<file path="src/rtl/minicpu_pkg.sv">
// minicpu_pkg: shared MiniCPU instruction constants and sequencer state encoding
package minicpu_pkg;
    localparam int IW = 12;
    localparam int RW = 8;
    localparam int OP_MSB = 11;
    localparam int OP_LSB = 8;
    localparam logic [3:0] OP_NOP  = 4'h0;
    localparam logic [3:0] OP_LOAD = 4'h1;
    localparam logic [3:0] OP_ADD  = 4'h2;
    localparam logic [3:0] OP_SUB  = 4'h3;
    localparam logic [3:0] OP_AND  = 4'h4;
    localparam logic [3:0] OP_OR   = 4'h5;
    localparam logic [3:0] OP_XOR  = 4'h6;
    localparam logic [3:0] OP_SHL  = 4'h7;
    localparam logic [IW-1:0] NOP_INSTR = 12'h000;
    typedef enum logic [2:0] {ST_IDLE, ST_ISSUE, ST_HOLD, ST_SAMPLE, ST_FIN} state_t;
endpackage

</file>
<file path="src/rtl/seq_prog_mem.sv">
// seq_prog_mem: program store, one synchronous write port and one asynchronous read port
module seq_prog_mem #(
    parameter int IW    = 12,
    parameter int DEPTH = 16,
    parameter int AW    = 4
) (
    input  logic          clk,
    input  logic          wr_en,
    input  logic [AW-1:0] wr_addr,
    input  logic [IW-1:0] wr_data,
    input  logic [AW-1:0] rd_addr,
    output logic [IW-1:0] rd_data
);
    logic [IW-1:0] mem_q [DEPTH];
    always_ff @(posedge clk) begin
        if (wr_en) mem_q[wr_addr] <= wr_data;
    end
    assign rd_data = mem_q[rd_addr];
endmodule

</file>
<file path="src/rtl/minicpu_sequencer.sv">
// minicpu_sequencer: issues a stored program to MiniCPU one instruction at a time and captures results
module minicpu_sequencer #(
    parameter int IW     = minicpu_pkg::IW,
    parameter int RW     = minicpu_pkg::RW,
    parameter int DEPTH  = 16,
    parameter int AW     = 4,
    parameter int SETTLE = 2
) (
    input  logic          clk,
    input  logic          rst_n,
    input  logic          wr_en,
    input  logic [AW-1:0] wr_addr,
    input  logic [IW-1:0] wr_data,
    input  logic          start,
    input  logic [AW:0]   len,
    input  logic          halt_on_ovf,
    output logic [IW-1:0] cpu_in,
    input  logic [RW-1:0] cpu_result,
    input  logic          cpu_overflow,
    output logic          busy,
    output logic          done,
    output logic [AW-1:0] pc,
    output logic [RW-1:0] last_result,
    output logic          ovf_flag,
    output logic [AW-1:0] ovf_pc
);
    import minicpu_pkg::*;
    localparam int CW = SETTLE > 1 ? $clog2(SETTLE) : 1;
    localparam logic [AW:0] DEPTH_L = (AW+1)'(DEPTH);
    state_t        state_q, state_d;
    logic [IW-1:0] cpu_in_q, cpu_in_d;
    logic [AW-1:0] pc_q, pc_d;
    logic [AW-1:0] ovf_pc_q, ovf_pc_d;
    logic [RW-1:0] last_q, last_d;
    logic          ovf_q, ovf_d;
    logic [CW-1:0] cnt_q, cnt_d;
    logic [AW:0]   len_q, len_d;
    logic          halt_q, halt_d;
    logic [IW-1:0] rd_data;
    logic          last_instr;
    seq_prog_mem #(.IW(IW), .DEPTH(DEPTH), .AW(AW)) u_mem (
        .clk     (clk),
        .wr_en   (wr_en && !busy),
        .wr_addr (wr_addr),
        .wr_data (wr_data),
        .rd_addr (pc_q),
        .rd_data (rd_data)
    );
    assign last_instr = {1'b0, pc_q} == len_q - (AW+1)'(1);
    always_comb begin
        state_d  = state_q;
        cpu_in_d = cpu_in_q;
        pc_d     = pc_q;
        ovf_pc_d = ovf_pc_q;
        last_d   = last_q;
        ovf_d    = ovf_q;
        cnt_d    = cnt_q;
        len_d    = len_q;
        halt_d   = halt_q;
        case (state_q)
            ST_IDLE: begin
                if (start && len == '0) begin
                    state_d = ST_FIN;
                end else if (start) begin
                    state_d  = ST_ISSUE;
                    len_d    = len > DEPTH_L ? DEPTH_L : len;
                    halt_d   = halt_on_ovf;
                    ovf_d    = 1'b0;
                    ovf_pc_d = '0;
                    pc_d     = '0;
                end
            end
            ST_ISSUE: begin
                cpu_in_d = rd_data;
                cnt_d    = CW'(SETTLE - 1);
                state_d  = ST_HOLD;
            end
            ST_HOLD: begin
                state_d = cnt_q == '0 ? ST_SAMPLE : ST_HOLD;
                cnt_d   = cnt_q == '0 ? cnt_q : cnt_q - CW'(1);
            end
            ST_SAMPLE: begin
                last_d = cpu_result;
                if (cpu_overflow && !ovf_q) begin
                    ovf_d    = 1'b1;
                    ovf_pc_d = pc_q;
                end
                if ((cpu_overflow && halt_q) || last_instr) begin
                    state_d = ST_FIN;
                end else begin
                    pc_d    = pc_q + AW'(1);
                    state_d = ST_ISSUE;
                end
            end
            ST_FIN: begin
                cpu_in_d = NOP_INSTR;
                state_d  = ST_IDLE;
            end
            default: state_d = ST_IDLE;
        endcase
    end
    always_ff @(posedge clk or negedge rst_n) begin
        if (!rst_n) begin
            state_q  <= ST_IDLE;
            cpu_in_q <= '0;
            pc_q     <= '0;
            ovf_pc_q <= '0;
            last_q   <= '0;
            ovf_q    <= 1'b0;
            cnt_q    <= '0;
            len_q    <= '0;
            halt_q   <= 1'b0;
        end else begin
            state_q  <= state_d;
            cpu_in_q <= cpu_in_d;
            pc_q     <= pc_d;
            ovf_pc_q <= ovf_pc_d;
            last_q   <= last_d;
            ovf_q    <= ovf_d;
            cnt_q    <= cnt_d;
            len_q    <= len_d;
            halt_q   <= halt_d;
        end
    end
    assign busy        = state_q == ST_ISSUE || state_q == ST_HOLD || state_q == ST_SAMPLE;
    assign done        = state_q == ST_FIN;
    assign cpu_in      = cpu_in_q;
    assign pc          = pc_q;
    assign last_result = last_q;
    assign ovf_flag    = ovf_q;
    assign ovf_pc      = ovf_pc_q;
endmodule

</file>
<file path="config.mk">
export PLATFORM = sky130hd
export DESIGN_NAME = minicpu_sequencer
export DESIGN_NICKNAME = d
export VERILOG_FILES = /design/src/rtl/minicpu_pkg.sv /design/src/rtl/seq_prog_mem.sv /design/src/rtl/minicpu_sequencer.sv
export SDC_FILE = /design/constraint.sdc
export NUM_CORES = 1
export LEC_CHECK = 0
export ABC_AREA = 1
export CELL_PAD_IN_SITES_DETAIL_PLACEMENT = 0
export CELL_PAD_IN_SITES_GLOBAL_PLACEMENT = 1
export CORE_MARGIN = 2
export CORE_UTILIZATION = 25
export CTS_BUF_LIST = sky130_fd_sc_hd__clkbuf_16
export DETAILED_ROUTE_END_ITERATION = 8
export PLACE_DENSITY_LB_ADDON = 0.08
export SYNTH_ARGS = -nofsm -noshare
export SYNTH_HDL_FRONTEND = slang
export SYNTH_SLANG_ARGS = --single-unit
</file>
<file path="constraint.sdc">
create_clock -name clk -period 1.7 [get_ports clk]
set_clock_uncertainty 0.05 [all_clocks]
set_input_delay 0.255 -clock clk [delete_from_list [all_inputs] [get_ports clk]]
set_output_delay 0.255 -clock clk [all_outputs]
set_load 0.005 [all_outputs]
</file>
# After elaboration in Yosys (flattened, before gate mapping)
# Memories as Yosys holds them, arrays and structs flattened.
# Cells that the tools add are included.
totals:
  regBits: 39
  ramBits: 192
  in_bits: 35
  out_inout_bits: 31
  elab_cells: 63
  mem_count: 1
mem_list:
  columns: ["memory", "words", "width", "rd", "rd_ports_with_merged_regs", "wr", "line_no", "text"]
  rows:
  - ["u_mem.mem_q", 16, 12, 1, 0, 1, "seq_prog_mem.sv:14", "logic [IW-1:0] mem_q [DEPTH];"]
op_classes:
  add_sub_neg: 3
  n_lt_le_gt_ge: 1
  eq_ne: 10
  muxes: 21
  bitwise_logic: 1
  n_reduce_logical: 17
ops:
  columns: ["op", "count"]
  rows:
  - ["12-bit one-hot mux with 2 select lines", 1]
  - ["4-bit two-way mux", 4]
  - ["4-bit one-hot mux with 2 select lines", 2]
  - ["3-bit one-hot mux with 4 select lines", 1]
  - ["3-bit two-way mux", 3]
  - ["2-bit inequality test, second input constant", 4]
  - ["4-bit AND reduction", 2]
  - ["1-bit two-way mux", 7]
  - ["3-bit by 2-bit equality test with 1-bit output, second input constant", 2]
  - ["2-bit nonzero test", 3]
  - ["4-bit by 5-bit equality test with 1-bit output", 1]
  - ["5-bit greater-than comparator, second input constant", 1]
  - ["5-bit logical NOT", 1]
  - ["5-bit two-way mux", 1]
  - ["5-bit by 1-bit subtractor with 5-bit output, second input constant", 1]
  - ["4-bit by 1-bit adder with 4-bit output, second input constant", 1]
  - ["1-bit logical AND", 4]
  - ["1-bit one-hot mux with 2 select lines", 2]
  - ["3-bit by 1-bit equality test with 1-bit output, second input constant", 1]
  - ["3-bit equality test, second input constant", 1]
  - ["3-bit logical NOT", 1]
  - ["1-bit logical OR", 3]
  - ["3-bit inequality test, second input constant", 1]
  - ["3-bit AND reduction", 1]
  - ["other kinds (3)", 4]

# Logic depth before layout (Yosys ltp)
depth:
  word_depth: 7
  ltp_mapped: 13
  mapped_depth_nobuf: 13

# Hierarchy
# From an unflattened synthesis, not the netlist that was laid out.
hier_totals:
  hier_cells: 1022
  hier_area_um2: 10118.5
modules_own_cells:
  columns: ["mod", "n_inst", "cells_each", "area_each_um2", "seq_area_each_um2"]
  rows:
  - ["seq_prog_mem", 1, 801, 8321.7, 5765.5]
  - ["minicpu_sequencer", 1, 221, 1796.7, 975.9]

# Worst setup path after synthesis
# OpenSTA, ideal clock, no wires.
synth_timing:
  kind: "register -> register"
  start: "reg state_q[0]"
  end: "mem u_mem.mem_q[10][0] (enable)"
  setup_time_ps: 380
  arrival_ps: 1494
  t_required_ps: 1270
  setup_slack_ps: -224
  stages_incl_launch_ff: 6
  n_path_buf: 0
  synth_period_minus_slack_ps: 1924
  path_cell_list: "dfrtp_1 nor2_1 nor2_1 nor2_1 nand3_1 nor2_1"
synth_between:
  elab_chain_cells: 7
  elab_cells_between_ends: 9
  cone_classes: "eq/ne (3); mux (2); reduce/logical (4)"
synth_rtl:
  columns: ["item", "line_no", "text"]
  rows:
  - ["from (decl)", "minicpu_sequencer.sv:30", "state_t state_q, state_d;"]
  - ["from (signal assigned)", "minicpu_sequencer.sv:114", "state_q <= state_d;"]
  - ["3-bit by 1-bit equality test with 1-bit output / 3-bit by 2-bit equality test with 1-bit output (equally long branches)", "minicpu_sequencer.sv:125", "assign busy = state_q == ST_ISSUE || state_q == ST_HOLD || state_q == ST_SAMPLE;"]
  - ["1-bit logical OR", "minicpu_sequencer.sv:125", null]
  - ["1-bit logical OR (*)", "minicpu_sequencer.sv:125", null]
  - ["named net busy", "minicpu_sequencer.sv:20", "output logic busy,"]
  - ["1-bit logical NOT (*)", "minicpu_sequencer.sv:43", ".wr_en (wr_en && !busy),"]
  - ["1-bit logical AND (*)", "minicpu_sequencer.sv:43", null]
  - ["1-bit two-way mux (*)", "seq_prog_mem.sv:16", "if (wr_en) mem_q[wr_addr] <= wr_data;"]
  - ["1-bit two-way mux (implied by the code) (*)", "seq_prog_mem.sv:16", null]
  - ["to (decl)", "seq_prog_mem.sv:14", null]
# The timed path passes the listed nets; every way through them passes the cells marked *.

# Worst setup path in the final report
layout_timing:
  start: "reg state_q[0]"
  end: "mem u_mem.mem_q[14][11] (enable)"
layout_between:
  elab_chain_cells: 7
  elab_cells_between_ends: 9
  cone_classes: "eq/ne (3); mux (2); reduce/logical (4)"
layout_rtl:
  columns: ["item", "line_no"]
  rows:
  - ["3-bit by 1-bit equality test with 1-bit output / 3-bit by 2-bit equality test with 1-bit output (equally long branches)", "minicpu_sequencer.sv:125"]
  - ["1-bit logical OR", "minicpu_sequencer.sv:125"]
  - ["1-bit logical OR (*)", "minicpu_sequencer.sv:125"]
  - ["1-bit logical NOT (*)", "minicpu_sequencer.sv:43"]
  - ["1-bit logical AND (*)", "minicpu_sequencer.sv:43"]
  - ["1-bit two-way mux (*)", "seq_prog_mem.sv:16"]
  - ["1-bit two-way mux (implied by the code) (*)", "seq_prog_mem.sv:16"]
# Every way passes the cells marked *; elsewhere a longest branch is shown, timed or not.

==> results.yml <==
run_status:
  outcome: "finished, violations left"
  violations: "negative setup slack"
grt:
  grt_overflow: 0
  grt_max_degree: 38
  grt_pass1_wl_um: 46100
  grt_busiest_layer: "met2"
  antenna_found_initial: 1
  met1_usage_pct: 21.5
  grt_pass1_vias: 7381
  grt_usage_pct: 16.1
  grt_use_met3_pct: 2.46
  met2_usage_pct: 26.9
yosys:
  yosysTopAreaCell: "edfxtp_1"
  synth_cell_types: 28
  synth-seq-area-share_pct: 71.1
  yosysWarnings: 0
  netlist_instances: 826
  ys_ff_latch: 231
  yosysTopAreaCellShare_pct: 60.8
  netlist_area_um2: 9480
  synth_area_per_cell_um2: 11.5
  syn_nets: 863
  synthTopCellsByArea: "edfxtp_1 (61%), dfrtp_1 (10%), nor2_1 (6.5%)"
setup_path:
  cp-endpoint: "u_mem.mem_q[14][11]"
  cp-startpoint: "state_q[0]"
  reg2reg_to: "u_mem.mem_q[14][11]"
  path_max_fanout: 6
  reg2regPathDepth: 9
  r2r_slack_ns: -0.18
  critPathArrivalTime_ns: 2.08
  critPathRequiredTime_ns: 1.90
  end_kind: "flip-flop"
  rr_startpoint: "state_q[0]"
  critPathLaunchType: "flip-flop"
  critical_path_class: "flip-flop to flip-flop"
routing:
  drt_iter0_drc: 318
  totalWireLength_um: 31500
  vias: 6975
  drcViolationCount: 0
  postRouteAntennaNets: 0
  post_drt_wl_per_cell_um: 20.3
  drtPass1Iterations: 4
  via_per_inst: 4.51
floorplanning:
  core_area_um2: 37500
  num_rows: 71
  io_pins: 66
  chipWidth_um: 199
  die_h_um: 199
  fp.dieArea_um2: 39500
  initial_core_util_pct: 25.3
power:
  p_comb_share_pct: 41.2
  ir_drop_mv: 0.735
  power.switching_uw: 7290
  p_per_area_nw_per_um2: 1510
  p_seq_share_pct: 32.7
  leakage_uw: 0.00524
  clockPowerShare_pct: 26.1
  p_int_uw: 13800
  sw_frac_of_total_pct: 34.5
timing:
  worst_slew_pin_slew_ns: 0.517
  rsz0062_at_grt: "yes"
  fmax_mhz: 533
  slew_headroom_pct: 65.5
  finalHoldViolCount: 0
  fin_ws_ns: -0.176
  min_period_ns: 1.88
  setup_viol: 204
  layout_worst_path_cycle_share_pct: 110
  slew_violations: 0
  timing.hold.ws_ns: 0.165
cts:
  htree_num_levels: 1
  cts_tree: "yes"
  clock_latency_ns: 0.54
  cts_buffers: 26
  cts.sinks: 231
  clk_pin_slew_ns: 0.07
  cts_root_buf: "clkbuf_16"
  clk_path_buf_depth: 3
job:
  max_cap_viol_count: 0
cells_and_area:
  nets: 1054
  drive_gt1_share_pct: 32.4
  stdcell_count: 1548
  post-route-util_pct: 37.4
  final_area_um2: 14000
  area_delta_synth_final_pct: 47.8
placement:
  place_hpwl_um: 19600
  dp_cells: 1446
  finalWeightedCongestion: 0.770
  post-place-ws_ns: -0.428
  io_buffers: 65
  placed_area_um2: 11500
hold_path:
  hold_path.class: "primary input to asynchronous set/reset pin"
[metal layers]
metal / wire length, µm / vias to the layer above
met3: 1150 / 43
met1: 14500 / 3496
met4: 914 / 0
li1: - / 3279
met5: 0 / -
met2: 14900 / 157
[worst max-delay path: stages, from the launching register on]
cell       delay, ns
dfrtp_1         0.41
nor2_4          0.16
nor2_4          0.06
nor2_4          0.10
buf_6           0.14
buf_12          0.11
nand3_4         0.10
buf_6           0.15
nor2_4          0.13
clkbuf_16       0.17
[worst min-delay path by stage]
stage	startpoint	slack (ns)	to
6_report	rst_n	0.16	pc[0]
5_1_grt	cpu_result[6]	0.20	last_result[6]
4_1_cts	rst_n	0.18	pc[0]
3_5_place_dp	rst_n	0.22	pc[3]
3_3_place_gp	rst_n	0.22	len_q[3]
2_1_floorplan	rst_n	-0.09	cnt_q
[stage by stage]
stage          TNS, ns  total power (µW)
2_1_floorplan   -27.23             10200
6_report        -19.76             21100
3_3_place_gp    -51.84             13000
5_1_grt         -31.93             22400
4_1_cts         -14.77             20700
3_5_place_dp    -61.07             13000
[synth_stat cells]
cell      instances
buf_2            14
nand3_1          42
nand2_1         151
nor3_2            1
nor2_4            1
buf_4             6
dfrtp_1          39
a21oi_1           6
nand3_2           1
o22ai_1           4
xnor2_1           1
nand4_1           3
clkbuf_2          2
o21ai_1          36
buf_6             6
nor3_1            1
ha_1              2
inv_1            30
nor2_1          163
inv_2             5
nor3_4            1
xor2_1            1
edfxtp_1        192
o21ai_0          59
clkbuf_1         14
o211ai_1         42
o21a_1            1
buf_1             2
[repair_timing]
action	CTS	global route
gates cloned	14	5
pin swaps	75	63
hold buffers	1	0
resized for setup	227	109
endpoints found under the hold margin	19	0
buffers inserted	34	9
setup endpoints to repair	241	226
[cell usage in the layout (no fill, tap or decap), types with 3 or more instances in the layout]
cell / count
buf_6: 44
o21ai_2: 27
nand4_1: 3
nand3_1: 30
o21ai_0: 36
clkdlybuf4s50_1: 33
dfrtp_1: 35
bufinv_16: 3
nor2_2: 15
bufbuf_16: 3
dlygate4sd2_1: 26
buf_4: 47
o21ai_1: 26
nand2_2: 30
nor2_4: 24
clkinv_2: 7
dfrtp_2: 3
clkinv_1: 4
buf_8: 5
buf_12: 31
inv_2: 5
nand2_1: 109
nor2_1: 125
nand3_4: 4
nand2_4: 10
o21ai_4: 6
edfxtp_1: 192
buf_16: 6
clkbuf_16: 31
inv_1: 30
nand3_2: 9
o211ai_1: 42
a21oi_2: 5
[flip-flops by register name (all words and copies together) (netlist names)]
signal / count
ovf_flag: 1
cpu_in: 12
pc: 4
last_result: 8
ovf_pc: 4
state_q: 3
halt_q: 1
u_mem.mem_q: 192
len_q: 5
cnt_q: 1
[final cells by class]
class / instances / area, µm²
diodes: 2 / 5.00
multi-input cells: 516 / 3070
repair inverters: 2 / 27.5
repair buffers: 205 / 2520
clock buffers: 26 / 651
clock inverters: 20 / 184
well taps: 511 / 639
fillers: 3684 / 23500
flip-flops and latches: 231 / 6750
inverters: 35 / 166
[cells by family after synthesis]
family	after synthesis	synth area share, %
xor gates and xnor gates	2	0.185
adders and majority gates	2	0.264
DFF	231	71.1
AOI/OAI and AO/OA	148	9.00
and+or+nand+nor	364	15.4
buffers and inverters	79	4.05
[power by group through the flow]
| stage | Clock (µW) | Combinational [µW] | Sequential [µW] |
|---|---|---|---|
| CTS | 5680 | 8140 | 6910 |
| detailed placement | 0 | 5980 | 7030 |
| global route | 5930 | 9500 | 6970 |
| global placement | 0 | 5970 | 7020 |
| floorplan | 0 | 3210 | 6990 |
| finish | 5520 | 8700 | 6920 |
Power figures use the tool's default switching activity.
